<file path="src/rtl/addsub_nibble_seq.sv">
`default_nettype none
// ============================================================================
// Module   : addsub_nibble_seq
// Purpose  : Wide add/subtract sequenced over one shared 4-bit slice, one
//            nibble per cycle LSB first, with start/busy/done handshake.
//            Define ADDSUB_SEQ_OVF_EN to compute signed overflow on `ovf`.
// Revision : 1.0  initial release
// ============================================================================
module addsub_nibble_seq #(
    parameter int NIBBLES = 4
) (
    input  logic                   clk,
    input  logic                   rst,
    input  logic                   start,
    input  logic [4*NIBBLES-1:0]   a,
    input  logic [4*NIBBLES-1:0]   b,
    input  logic                   mode,
    output logic                   busy,
    output logic                   done,
    output logic [4*NIBBLES-1:0]   sum,
    output logic                   cout,
    output logic                   ovf
);
    localparam int c_W     = 4 * NIBBLES;
    localparam int c_IDX_W = (NIBBLES > 1) ? $clog2(NIBBLES) : 1;
    localparam logic [c_IDX_W-1:0] c_LAST_IDX = c_IDX_W'(NIBBLES - 1);

    localparam logic [1:0] c_ST_IDLE = 2'd0;
    localparam logic [1:0] c_ST_RUN  = 2'd1;
    localparam logic [1:0] c_ST_DONE = 2'd2;

    logic [1:0]         r_state;
    logic [1:0]         w_state_nxt;
    logic [c_W-1:0]     r_a;
    logic [c_W-1:0]     r_b;
    logic               r_mode;
    logic               r_c;
    logic [c_IDX_W-1:0] r_idx;
    logic [c_W-1:0]     r_sum;
    logic               r_cout;

    logic               w_accept;
    logic               w_last;
    logic [3:0]         w_a_nib;
    logic [3:0]         w_y;
    logic [4:0]         w_full;

    // A new request may enter from IDLE or straight out of DONE.
    assign w_accept = start && (r_state != c_ST_RUN);
    assign w_last   = (r_idx == c_LAST_IDX);
    assign w_a_nib  = r_a[{r_idx, 2'b00} +: 4];
    assign w_y      = r_b[{r_idx, 2'b00} +: 4] ^ {4{r_mode}};
    assign w_full   = {1'b0, w_a_nib} + {1'b0, w_y} + {4'b0000, r_c};

    always_ff @(posedge clk) begin
        if (rst) begin
            r_state <= c_ST_IDLE;
        end else begin
            r_state <= w_state_nxt;
        end
    end

    always_comb begin
        w_state_nxt = r_state;
        case (r_state)
            c_ST_IDLE: w_state_nxt = w_accept ? c_ST_RUN : c_ST_IDLE;
            c_ST_RUN:  w_state_nxt = w_last ? c_ST_DONE : c_ST_RUN;
            c_ST_DONE: w_state_nxt = w_accept ? c_ST_RUN : c_ST_IDLE;
            default:   w_state_nxt = c_ST_IDLE;
        endcase
    end

    always_comb begin
        busy = 1'b0;
        done = 1'b0;
        case (r_state)
            c_ST_RUN:  busy = 1'b1;
            c_ST_DONE: done = 1'b1;
            default: begin
                busy = 1'b0;
                done = 1'b0;
            end
        endcase
    end

    always_ff @(posedge clk) begin
        if (rst) begin
            r_a    <= '0;
            r_b    <= '0;
            r_mode <= 1'b0;
            r_c    <= 1'b0;
            r_idx  <= '0;
            r_sum  <= '0;
            r_cout <= 1'b0;
        end else if (w_accept) begin
            r_a    <= a;
            r_b    <= b;
            r_mode <= mode;
            r_c    <= mode;   // +1 completes the two's complement of B
            r_idx  <= '0;
        end else if (r_state == c_ST_RUN) begin
            r_sum[{r_idx, 2'b00} +: 4] <= w_full[3:0];
            r_c   <= w_full[4];
            r_idx <= w_last ? '0 : r_idx + 1'b1;
            if (w_last) begin
                r_cout <= w_full[4];
            end
        end
    end

    assign sum  = r_sum;
    assign cout = r_cout;

`ifdef ADDSUB_SEQ_OVF_EN
    logic [3:0] w_lo;
    logic       r_ovf;

    // Bit-3 carry-in tap: low three bits summed on their own.
    assign w_lo = {1'b0, w_a_nib[2:0]} + {1'b0, w_y[2:0]} + {3'b000, r_c};

    always_ff @(posedge clk) begin
        if (rst) begin
            r_ovf <= 1'b0;
        end else if (!w_accept && (r_state == c_ST_RUN) && w_last) begin
            r_ovf <= w_lo[3] ^ w_full[4];
        end
    end

    assign ovf = r_ovf;
`else
    assign ovf = 1'b0;
`endif

endmodule
`default_nettype wire

</file>
<file path="config.mk">
export PLATFORM = sky130hd
export DESIGN_NAME = addsub_nibble_seq
export DESIGN_NICKNAME = d
export VERILOG_FILES = /design/src/rtl/addsub_nibble_seq.sv
export SDC_FILE = /design/constraint.sdc
export NUM_CORES = 1
export LEC_CHECK = 0
export ABC_AREA = 1
export BUFFER_PORTS_ARGS = -buffer_cell sky130_fd_sc_hd__buf_2
export CAP_MARGIN = 20
export CORE_UTILIZATION = 50
export DETAILED_ROUTE_END_ITERATION = 10
export PLACE_DENSITY = 0.78
export SLEW_MARGIN = 40
export SYNTH_ARGS = -nofsm -noshare
export SYNTH_HDL_FRONTEND = slang
export SYNTH_SLANG_ARGS = --single-unit
</file>
<file path="constraint.sdc">
create_clock -name clk -period 3.9 [get_ports clk]
set_clock_uncertainty 0.15 [all_clocks]
set_input_delay 0.585 -clock clk [delete_from_list [all_inputs] [get_ports clk]]
set_output_delay 0.585 -clock clk [all_outputs]
set_load 0.01 [all_outputs]
</file>
* Word-level counts from Yosys, hierarchy flattened
Index checks and enable logic that the tools add are counted.
** Cells by class
- $add $sub $neg :: 4
- Equal/unequal tests :: 4
- Shift-type cells :: 4
- Mux-type cells :: 9
- Bitwise gates (word level) :: 2
- Reduce and logical (&&, ||, !) cells :: 7
** Operators by type and width (number)
- variable part select 16 x 5 -> 4 bit :: 2
- bitwise mux 16 bit :: 1
- variable shift 4 x 6 -> 16 bit (first input constant) :: 1
- variable part select 4 x 6 -> 16 bit :: 1
- negation 4 -> 6 bit :: 1
- adder 4 x 4 -> 5 bit :: 1
- adder 5 x 1 -> 5 bit :: 1
- two-way mux 1 bit :: 5
- equality test 2 bit (second input constant) :: 2
- two-way mux 2 bit :: 2
- one-hot mux 2 bit (2 select lines) :: 1
- OR reduction 2 bit :: 2
- XOR 4 bit :: 1
- AND reduction 3 bit :: 1
- adder 2 x 1 -> 2 bit (second input constant) :: 1
- equality test 2 x 1 -> 1 bit (second input constant) :: 1
- zero test 2 bit :: 1
- inequality test 2 x 1 -> 1 bit (second input constant) :: 1
- AND reduction 2 bit :: 1
- nonzero test 2 bit :: 1
- logical AND 1 bit :: 1
- inverter 1 bit :: 1
** Storage, ports and cells
- Register bits after elaboration :: 55
- Input port bits :: 36
- Output and inout port bits :: 20
- Word-level logic and storage cells :: 38

* Longest topological paths before layout
Gate-level depths: netlist (run 1).
- Depth after elaboration :: 6
- Gate-level depth with buffers :: 13

* Least setup slack after synthesis (run 1)
OpenSTA, ideal clock, no wires.
- Path kind :: register to register
- Start :: register r_idx[0]
- End :: register r_sum[5] (netlist: sum[5])
- Arrival time :: 2253 ps
- Path slack :: 1369 ps
- Stages on the path, launching flop included :: 12
- Path buffers :: 1
- Period minus slack after synthesis :: 2531 ps
- Cell sequence :: dfxtp_1 -> inv_1 -> clkbuf_1 -> nand2_1 -> a32o_1 -> fa_1 -> inv_1 -> fa_1 -> nand2_1 -> nor2_1 -> a22oi_1 -> nor2_1
** Between the ends
- Word-level cells in the longest chain between the ends :: 6
- Elaborated cells on any way between the ends :: 9
- Those cells by class :: 3 x add/sub; 4 x shift; 1 x mux; 1 x bitwise
** RTL lines
- start, declared :: line 38 : logic [c_IDX_W-1:0] r_idx;
- start signal, assigned :: line 104 : r_idx <= w_last ? '0 : r_idx + 1'b1;
- variable part select 16 x 5 -> 4 bit :: line 52 : assign w_y = r_b[{r_idx, 2'b00} +: 4] ^ {4{r_mode}};
- XOR 4 bit :: line 52
- adder 4 x 4 -> 5 bit :: line 53 : assign w_full = {1'b0, w_a_nib} + {1'b0, w_y} + {4'b0000, r_c};
- adder 5 x 1 -> 5 bit :: line 53
- variable part select 4 x 6 -> 16 bit :: line 102 : r_sum[{r_idx, 2'b00} +: 4] <= w_full[3:0];
- bitwise mux 16 bit (*) :: line 102
- end signal, assigned by index :: line 102
- end, declared :: line 39 : logic [c_W-1:0] r_sum;
Every way passes the cells marked *; elsewhere a longest branch is shown, timed or not.
A chain may end at the register's enable or synchronous reset.

* Worst setup path after layout (run 1)
- Start :: register r_idx[0]
- End :: register r_sum[14] (netlist: sum[14])
The elaborated chain is that of the path after synthesis.

==> results of run 1 <==
## worst max-delay path, delay by kind of cell, from the launching register on
kind	cells	cell delay [ns]
DFF	1	0.31
buffers and inverters	3	0.79
AOI/OAI and AO/OA	3	0.41
xor gates and xnor gates	2	0.43
adders and majority gates	2	0.62
and+or+nand+nor	3	0.31
## power groups by stage
stage	logic, W	registers (W)	clock network [W]
4_1_cts	0.000219	0.000618	0.000344
3_3_place_gp	0.000210	0.000630	0
2_1_floorplan	0.000160	0.000625	0
3_5_place_dp	0.000218	0.000630	0
5_1_grt	0.000248	0.000622	0.000364
6_report	0.000220	0.000618	0.000336
## kinds of logic (layout without fill, tap and decap cells)
kind of cell / Yosys count / after routing / synth area share
fa+ha+maj: 11 / 11 / 0.0603
compound gates: 81 / 81 / 0.174
xor+xnor: 5 / 5 / 0.0173
simple gates: 145 / 145 / 0.251
buf+inv: 37 / 83 / 0.0608
flops: 55 / 55 / 0.435
other cells: 1 / 1 / 0.00148
## path summary, 6_finish.rpt
kind / slack (ns) / endpoint / from / cells past startpoint
worst max-delay path: 0.81 / sum[14] / r_idx[0] / 13
worst min register to register: 0.31 / sum[15] / sum[15] / 2
worst min-delay path: 0.31 / sum[15] / sum[15] / 2
worst max register to register: 0.81 / sum[14] / r_idx[0] / 13
## sequential cells by signal (all words and copies together) (netlist names)
name,cells
r_idx,2
r_b,16
sum,16
r_state,2
r_mode,1
r_c,1
cout,1
r_a,16
## cell usage after synthesis (all sizes together)
master	n	area (µm²)
inv	19	71.3
nor2	95	394
conb	1	3.75
xor2	4	35.0
o22ai	7	43.8
a32o	1	10.0
o21ai	48	240
a21oi	16	80.1
a211oi	1	7.51
nand3	9	45.0
clkinv	1	3.75
o21bai	1	7.51
nand4	2	12.5
a31oi	1	6.26
a22oi	6	45.0
nand2	36	158
fa	2	40.0
clkbuf	10	38.8
buf	7	40.0
xnor2	1	8.76
ha	9	113
nor3	3	26.3
dfxtp	55	1100
## per-stage QoR
step                worst slack, ns  std cells   util
CTS                           0.875        448  0.609
global placement              0.979        440  0.588
global route                  0.585        448  0.609
floorplan                      1.37        335      -
finish                        0.812        448  0.609
detailed placement            0.879        440  0.588
## routing by layer
layer,vias to the layer above,global-route usage,share of wire
met1,1028,0.271,0.47
met4,0,0.0915,0.0095
li1,1184,-,-
met2,52,0.364,0.48
met3,4,0.0442,0.042
met5,-,0,0
## layout make-up
cell class	instances	area, µm²
fill	470	1870
multi-input combinational	243	1280
sequential	55	1100
timing repair buffer	55	278
clock buffer	8	100
tap	67	83.8
inverter	20	75.1
==> impl_metrics.csv, run 1 <==
group,metric,value,unit
outcome,outcome,"finished clean",
layout,final_cell_mix,"nor2_1, dfxtp_1, buf_2",
layout,design_area,0.00291,mm²
power,seqPwrFrac,0.526,
logic_synthesis,synth_fp_nets,382,
timing,fmax,324,MHz
power,finalPower,0.00117,W
global_route,grt_first_pass_wirelength,8890,µm
critical_path,cp_max_fo,25,
logic_synthesis,synth.avg_cell_area,7.56,µm²
routing,wire_per_inst,12.2,µm
timing,finalCriticalPeriod,3.09,ns
global_route,grt_max_degree,36,
routing,routed_wl,5470,µm
power,p_clk_frac,0.286,
logic_synthesis,synth_warnings,0,
critical_path,setup.worst_path.end_class,"flop",
global_route,grt_pass1_vias,2025,
cts,cts_tree,"done",
global_route,grt_overflow,0,
critical_path,cp_cell_sequence,"buf_4 > inv_1 > o21ai_0 > o22ai_1 > xnor2_1 > fa_1 > inv_1 > fa_1 > xor2_1 > nand2_1 > nor2_1 > a22oi_1 > nor2_1",
layout,areaGrowthSynthToFinish,15.1,%
cts,cts_resized,0,
cts,cts_max_path_buffers,2,
layout,drive_gt1_frac,0.189,
timing,report.final.slew_viol_count,0,
cts,clk-insertion-delay-late,0.30,ns
critical_path,crit_required,3.99,ns
routing,num_vias,2268,
power,p_int,0.000840,W
power,p_leak,1.35,nW
logic_synthesis,syn_inst,335,
timing,timing_hold_violations_final,0,
placement,port_buffers,54,
global_route,grt.total_usage,0.217,
global_route,antenna_found_initial,0,
critical_path,worstSetupPathType,"flop to flop",
run,cap_violations,0,
routing,drt_iter0_markers,163,
logic_synthesis,ys_seq_area_frac,0.435,
timing,rsz0062_at_grt,"false",
timing,setup_viol,0,
power,pwr_density_cell,403,mW/mm²
floorplan,coreArea,0.00479,mm²
cts,post_cts_buffers,0,
floorplan,die_area,0.00535,mm²
power,switching_power,0.000334,W
floorplan,pin_count,56,
timing,holdWs,0.312,ns
routing,dr.pass1.iters,4,
placement,gp_congestion,0.825,
timing,finalSetupTns,0,ns
timing,period_share,0.792,
cts,cts_max_level,2,
logic_synthesis,ys_ff_latch,55,
layout,final_common_cell,"nor2_1",
cts,clk_pin_slew_worst_paths,0.09,ns
logic_synthesis,synth.distinct_cells,30,
floorplan,die_x,73.2,µm
floorplan,initial_utilization,0.529,
placement,dpl-instance-area,0.00281,mm²
cts,root_buffer,"clkbuf_8",
critical_path,slowest_stage,"inv_1",
critical_path,critPathLaunchType,"flop",
floorplan,num_rows,25,
layout,n_antenna_cell,0,
routing,vias_per_cell,5.06,
critical_path,cp.arrival,3.18,ns
timing,worst_pin_slew,0.758,ns
timing,maxSlewHeadroom,0.494,
routing,ant_nets,0,
placement,dpl.hpwl,3880,µm
cts,holdBufCountCts,0,
cts,cts_sinks,55,
logic_synthesis,synth_area,0.00253,mm²
critical_path,critPathMaxStageDelay,0.50,ns
layout,nets,427,
routing,drc,0,
cts,cts_buffers,5,
floorplan,die_h,73.2,µm
power,vdd_drop_max,196,µV
min_path,min_path_type,"flop to flop",
power,power_frac_comb,0.187,
power,swShare,0.285,
(Power assumes the default switching activity.)
==> run 2: changes to the inputs <==
ABC_AREA = 0   (was 1)
PLACE_DENSITY = 0.79   (was 0.78)
clock period = 3.11 ns   (was 3.9 ns; I/O delays follow)
==> impl_metrics.csv, run 2 <==
group,metric,value,unit
routing,ant_nets,0,
layout,final_common_cell,"nand2_1",
global_route,grt_overflow,0,
cts,cts_resized,0,
layout,design_area,0.00291,mm²
logic_synthesis,ys_ff_latch,55,
cts,root_buffer,"clkbuf_8",
timing,report.final.slew_viol_count,0,
floorplan,pin_count,56,
critical_path,setup.worst_path.end_class,"flop",
logic_synthesis,synth_warnings,0,
logic_synthesis,synth_xor_area_frac,0.0212,
cts,clk-insertion-delay-late,0.31,ns
timing,fmax,351,MHz
routing,routed_wl,4980,µm
timing,rsz0062_at_grt,"false",
layout,drive_gt1_frac,0.257,
timing,finalSetupTns,0,ns
logic_synthesis,async_reset_ff_frac,0,
placement,gp_congestion,0.777,
layout,areaGrowthSynthToFinish,17.0,%
critical_path,cp_cell_sequence,"buf_4 > mux4_2 > inv_1 > fa_1 > inv_1 > fa_1 > xor2_1 > a22oi_1 > nor2_1",
critical_path,crit_required,3.21,ns
routing,num_vias,1993,
power,swShare,0.248,
floorplan,die_h,72.5,µm
global_route,grt.total_usage,0.204,
cts,cts_max_path_buffers,2,
layout,fin_util,0.611,
routing,wire_per_inst,12.8,µm
critical_path,critPathMaxStageDelay,0.50,ns
routing,drc,0,
routing,vias_per_cell,5.11,
placement,dpl-instance-area,0.00277,mm²
min_path,min_path_type,"input pin to flop",
critical_path,cp.arrival,2.94,ns
logic_synthesis,yosysTopAreaCell,"dfxtp_1",
logic_synthesis,syn_inst,275,
logic_synthesis,yosysMostFrequentCell,"nand2_1",
timing,maxSlewHeadroom,0.635,
cts,cts_max_level,2,
timing,worst_pin_slew,0.547,ns
cts,cts_buffers,5,
logic_synthesis,synth-simple-area-share,0.203,
power,vdd_drop_max,297,µV
logic_synthesis,synth_common_cells,"nand2_1, dfxtp_1, a21oi_1",
layout,nets,369,
layout,regArea,0.00110,mm²
routing,dr.pass1.iters,4,
power,pwr_density_cell,525,mW/mm²
run,cap_violations,0,
logic_synthesis,synth_area,0.00248,mm²
critical_path,crit_family,"adder cells",
layout,fillers,436,
cts,holdBufCountCts,0,
logic_synthesis,synth_fp_nets,322,
power,p_clk_frac,0.361,
floorplan,initial_utilization,0.522,
critical_path,cp_max_fo,6,
floorplan,coreArea,0.00475,mm²
logic_synthesis,yosys.area_share.adder,0.0615,
cts,cts_tree,"done",
timing,period_share,0.915,
logic_synthesis,synth_top_area_share,0.444,
placement,port_buffers,54,
routing,drt_iter0_markers,197,
critical_path,slowest_stage,"dfxtp_1",
critical_path,worstSetupPathType,"flop to flop",
global_route,grt_max_degree,56,
power,finalPower,0.00152,W
placement,dpl.hpwl,3560,µm
floorplan,num_rows,25,
logic_synthesis,synth_area_leaders,"dfxtp_1, nand2_1, a21oi_1",
timing,timing_hold_violations_final,0,
logic_synthesis,synth-compound-area-share,0.141,
cts,cts_sinks,55,
logic_synthesis,ys_seq_area_frac,0.444,
outcome,outcome,"finished clean",
power,p_int,0.00115,W
critical_path,critPathLaunchType,"flop",
critical_path,crit_buf_inv,3,
cts,clk_pin_slew_worst_paths,0.10,ns
logic_synthesis,synth_top_family_by_area,"simple AND/OR/NAND/NOR gates",
cts,post_cts_buffers,0,
logic_synthesis,synthMuxAreaShare,0.0726,
logic_synthesis,synth_edf_count,0,
global_route,antenna_found_initial,0,
power,p_leak,1.26,nW
floorplan,die_area,0.00525,mm²
logic_synthesis,synth.avg_cell_area,9.03,µm²
logic_synthesis,synth_top_flop_cell,"dfxtp_1",
power,power_frac_comb,0.143,
power,switching_power,0.000378,W
floorplan,die_x,72.5,µm
layout,n_antenna_cell,0,
timing,holdWs,0.234,ns
logic_synthesis,synth.distinct_cells,31,
layout,final_cell_mix,"nand2_1, dfxtp_1, buf_2",
power,seqPwrFrac,0.497,
global_route,grt_first_pass_wirelength,8290,µm
timing,setup_viol,0,
timing,finalCriticalPeriod,2.85,ns
layout,multiInputGateArea,0.00124,mm²
global_route,grt_pass1_vias,1854,
run 2: worst register-to-register path: stages (launching register included):
cell and delay (ns):
dfxtp_1 0.50, buf_4 0.23, mux4_2 0.50, inv_1 0.09, fa_1 0.19, inv_1 0.05, fa_1 0.39, xor2_1 0.41
a22oi_1 0.17, nor2_1 0.10
run 2: power by group through the flow:
stage	clock (W)	sequential, W	combinational [W]
6_report	0.000550	0.000757	0.000218
5_1_grt	0.000586	0.000761	0.000243
4_1_cts	0.000557	0.000757	0.000218
3_5_place_dp	0	0.000773	0.000215
3_3_place_gp	0	0.000773	0.000210
2_1_floorplan	0	0.000767	0.000161
run 2: final timing paths:
check	startpoint	end	slack, ns	cells after the start
setup / recovery	r_idx[0]	sum[6]	0.26	9
hold / removal	b[7]	r_b[7]	0.23	3
setup reg to reg	r_idx[0]	sum[6]	0.26	9
hold reg to reg	r_a[2]	r_a[2]	0.31	2
run 2: per-stage QoR:
step | worst slack [ns] | instances
after floorplan | 0.550 | 275
after global placement | 0.316 | 382
after detailed placement | 0.268 | 382
after CTS | 0.219 | 390
after global routing | 0.0473 | 390
final | 0.264 | 390
run 2: routing by layer:
metal	up-vias	track usage	wire (µm)
li1	1011	-	-
met1	921	0.266	2290
met2	55	0.330	2400
met3	6	0.0500	243
met4	0	0.0697	59
met5	-	0	0
run 2: final cells by class:
type | count | area share
clock inverter | 3 | 0.0233
sequential | 55 | 0.379
multi-input combinational | 193 | 0.428
tap | 67 | 0.0289
inverter | 8 | 0.0108
timing repair buffer | 59 | 0.107
clock buffer | 5 | 0.0237
run 2: cells by family after synthesis:
| family | after synthesis |
|---|---|
| other | 1 |
| buffers and inverters | 27 |
| adders and majority gates | 11 |
| muxes | 8 |
| and+or+nand+nor | 108 |
| xor gates and xnor gates | 6 |
| AOI/OAI and AO/OA | 59 |
| DFF | 55 |
==> run 3: changes to the inputs <==
==> constraint.sdc (replaced) <==
create_clock -name clk -period 3.11 [get_ports clk]
set_clock_uncertainty 0.15 [all_clocks]
set_input_delay 0.311 -clock clk [delete_from_list [all_inputs] [get_ports clk]]
set_output_delay 0.311 -clock clk [all_outputs]
set_load 0.01 [all_outputs]
==> impl_metrics.csv, run 3 (same netlist as run 2, synthesis figures left out) <==
group,metric,value,unit
power,pwr_density_cell,506,mW/mm²
critical_path,reg2reg_slack,0.29,ns
critical_path,critPathMaxStageDelay,0.52,ns
routing,drc,0,
cts,post_cts_buffers,0,
placement,port_buffers,54,
critical_path,worstSetupPathType,"flop to flop",
layout,drive_gt1_frac,0.258,
routing,routed_wl,5000,µm
cts,cts_max_level,2,
routing,wire_per_inst,12.8,µm
global_route,grt_pass1_vias,1812,
placement,pre_cts_ws,0.262,ns
global_route,grt_overflow,0,
critical_path,cp_cell_sequence,"buf_4 > mux4_2 > inv_1 > fa_1 > inv_1 > fa_1 > xor2_1 > a22oi_1 > nor2_1",
cts,clk-insertion-delay-late,0.31,ns
timing,finalWorstSetupSlack,0.294,ns
critical_path,cp-endpoint,"sum[6]",
timing,finalSetupTns,0,ns
routing,num_vias,1974,
cts,cts_resized,0,
critical_path,cp.arrival,2.91,ns
timing,finalCriticalPeriod,2.82,ns
global_route,busiest_layer,"met2",
global_route,grt_util_met3,0.0458,
timing,timing_hold_violations_final,0,
critical_path,startpoint,"r_idx[0]",
layout,nets,368,
global_route,antenna_found_initial,0,
timing,worst_pin_slew,0.563,ns
layout,final_cell_mix,"nand2_1, dfxtp_1, buf_2",
global_route,grt.total_usage,0.207,
floorplan,die_x,72.5,µm
critical_path,slowest_stage,"mux4_2",
run,cap_violations,0,
floorplan,num_rows,25,
floorplan,coreArea,0.00475,mm²
timing,report.final.slew_viol_count,0,
timing,setup_viol,0,
timing,period_share,0.906,
placement,dpl-instance-area,0.00276,mm²
global_route,grt_max_degree,56,
outcome,outcome,"finished clean",
floorplan,die_area,0.00525,mm²
cts,holdBufCountCts,0,
cts,clk_pin_slew_worst_paths,0.10,ns
timing,maxSlewHeadroom,0.624,
floorplan,die_h,72.5,µm
placement,dpl.hpwl,3530,µm
layout,fillers,442,
critical_path,crit-reg2reg-launch,"r_idx[0]",
critical_path,cp_max_fo,5,
layout,design_area,0.00288,mm²
placement,gp_congestion,0.781,
critical_path,crit_required,3.20,ns
floorplan,pin_count,56,
routing,vias_per_cell,5.07,
global_route,met1_usage,0.281,
layout,final_common_cell,"nand2_1",
routing,drt_iter0_markers,153,
floorplan,initial_utilization,0.522,
routing,dr.pass1.iters,4,
critical_path,critPathLaunchType,"flop",
timing,rsz0062_at_grt,"false",
min_path,whs_path_depth,3,
critical_path,r2r-end,"sum[6]",
min_path,min_path_type,"input pin to flop",
cts,cts_sinks,55,
critical_path,r2r_cells,9,
cts,cts_max_path_buffers,2,
layout,fin_util,0.606,
cts,cts_tree,"done",
layout,areaGrowthSynthToFinish,16.1,%
power,vdd_drop_max,323,µV
global_route,gr-usage-met2,0.333,
layout,n_antenna_cell,0,
critical_path,setup.worst_path.end_class,"flop",
timing,fmax,355,MHz
timing,holdWs,0.0748,ns
cts,cts_buffers,5,
routing,ant_nets,0,
power,p_leak,1.25,nW
global_route,grt_first_pass_wirelength,8400,µm
cts,root_buffer,"clkbuf_8",
[run 3: cell types whose count changed in the layout (fill, tap and decap cells not counted), sizes merged]
| cell | delta |
|---|---|
| buf | -1 |
| bufinv | -1 |
| clkbuf | +1 |
| clkinv | +1 |
| clkinvlp | -1 |
[run 3: worst min-delay path by stage]
stage,start,endpoint,slack (ns)
finish,b[14],r_b[14],0.07
global route,b[11],r_b[11],0.08
CTS,b[14],r_b[14],0.08
detailed placement,r_a[8],r_a[8],0.30
global placement,r_a[4],r_a[4],0.29
floorplan,r_a[10],r_a[10],0.28
[run 3: through the flow]
step                      total power (W)  instances
after detailed placement         0.000987        381
after global routing              0.00153        389
after CTS                         0.00146        389
after global placement           0.000980        381
final                             0.00146        389
after floorplan                  0.000928        275
[run 3: where the power goes]
part	switching, W	leakage [nW]	total [W]	internal [W]
registers	0.0000196	0.449	0.000757	0.000737
clock network	0.000226	0.0612	0.000487	0.000261
logic	0.000127	0.743	0.000214	0.0000873
[run 3: final cells by class]
| type | count | area, µm² | share of cell area |
|---|---|---|---|
| repair buffers | 58 | 303 | 0.105 |
| inverters | 8 | 31.3 | 0.0109 |
| clock inverters | 2 | 35.0 | 0.0122 |
| well taps | 67 | 83.8 | 0.0291 |
| flip-flops and latches | 55 | 1100 | 0.382 |
| clock buffers | 6 | 82.6 | 0.0287 |
| multi-input cells | 193 | 1240 | 0.432 |
[run 3: layer usage]
metal  part of all wire  up-vias
met5                  0        -
met4              0.012        0
met3              0.040        6
met2               0.47       50
met1               0.48      910
li1                   -     1008
[run 3: worst max-delay path: cells and delay by family, from the launching register on]
kind / cells / cell delay, ns
compound gates: 1 / 0.15
xor+xnor: 1 / 0.39
fa+ha+maj: 2 / 0.58
buf+inv: 3 / 0.36
flops: 1 / 0.50
mux: 1 / 0.52
simple gates: 1 / 0.10
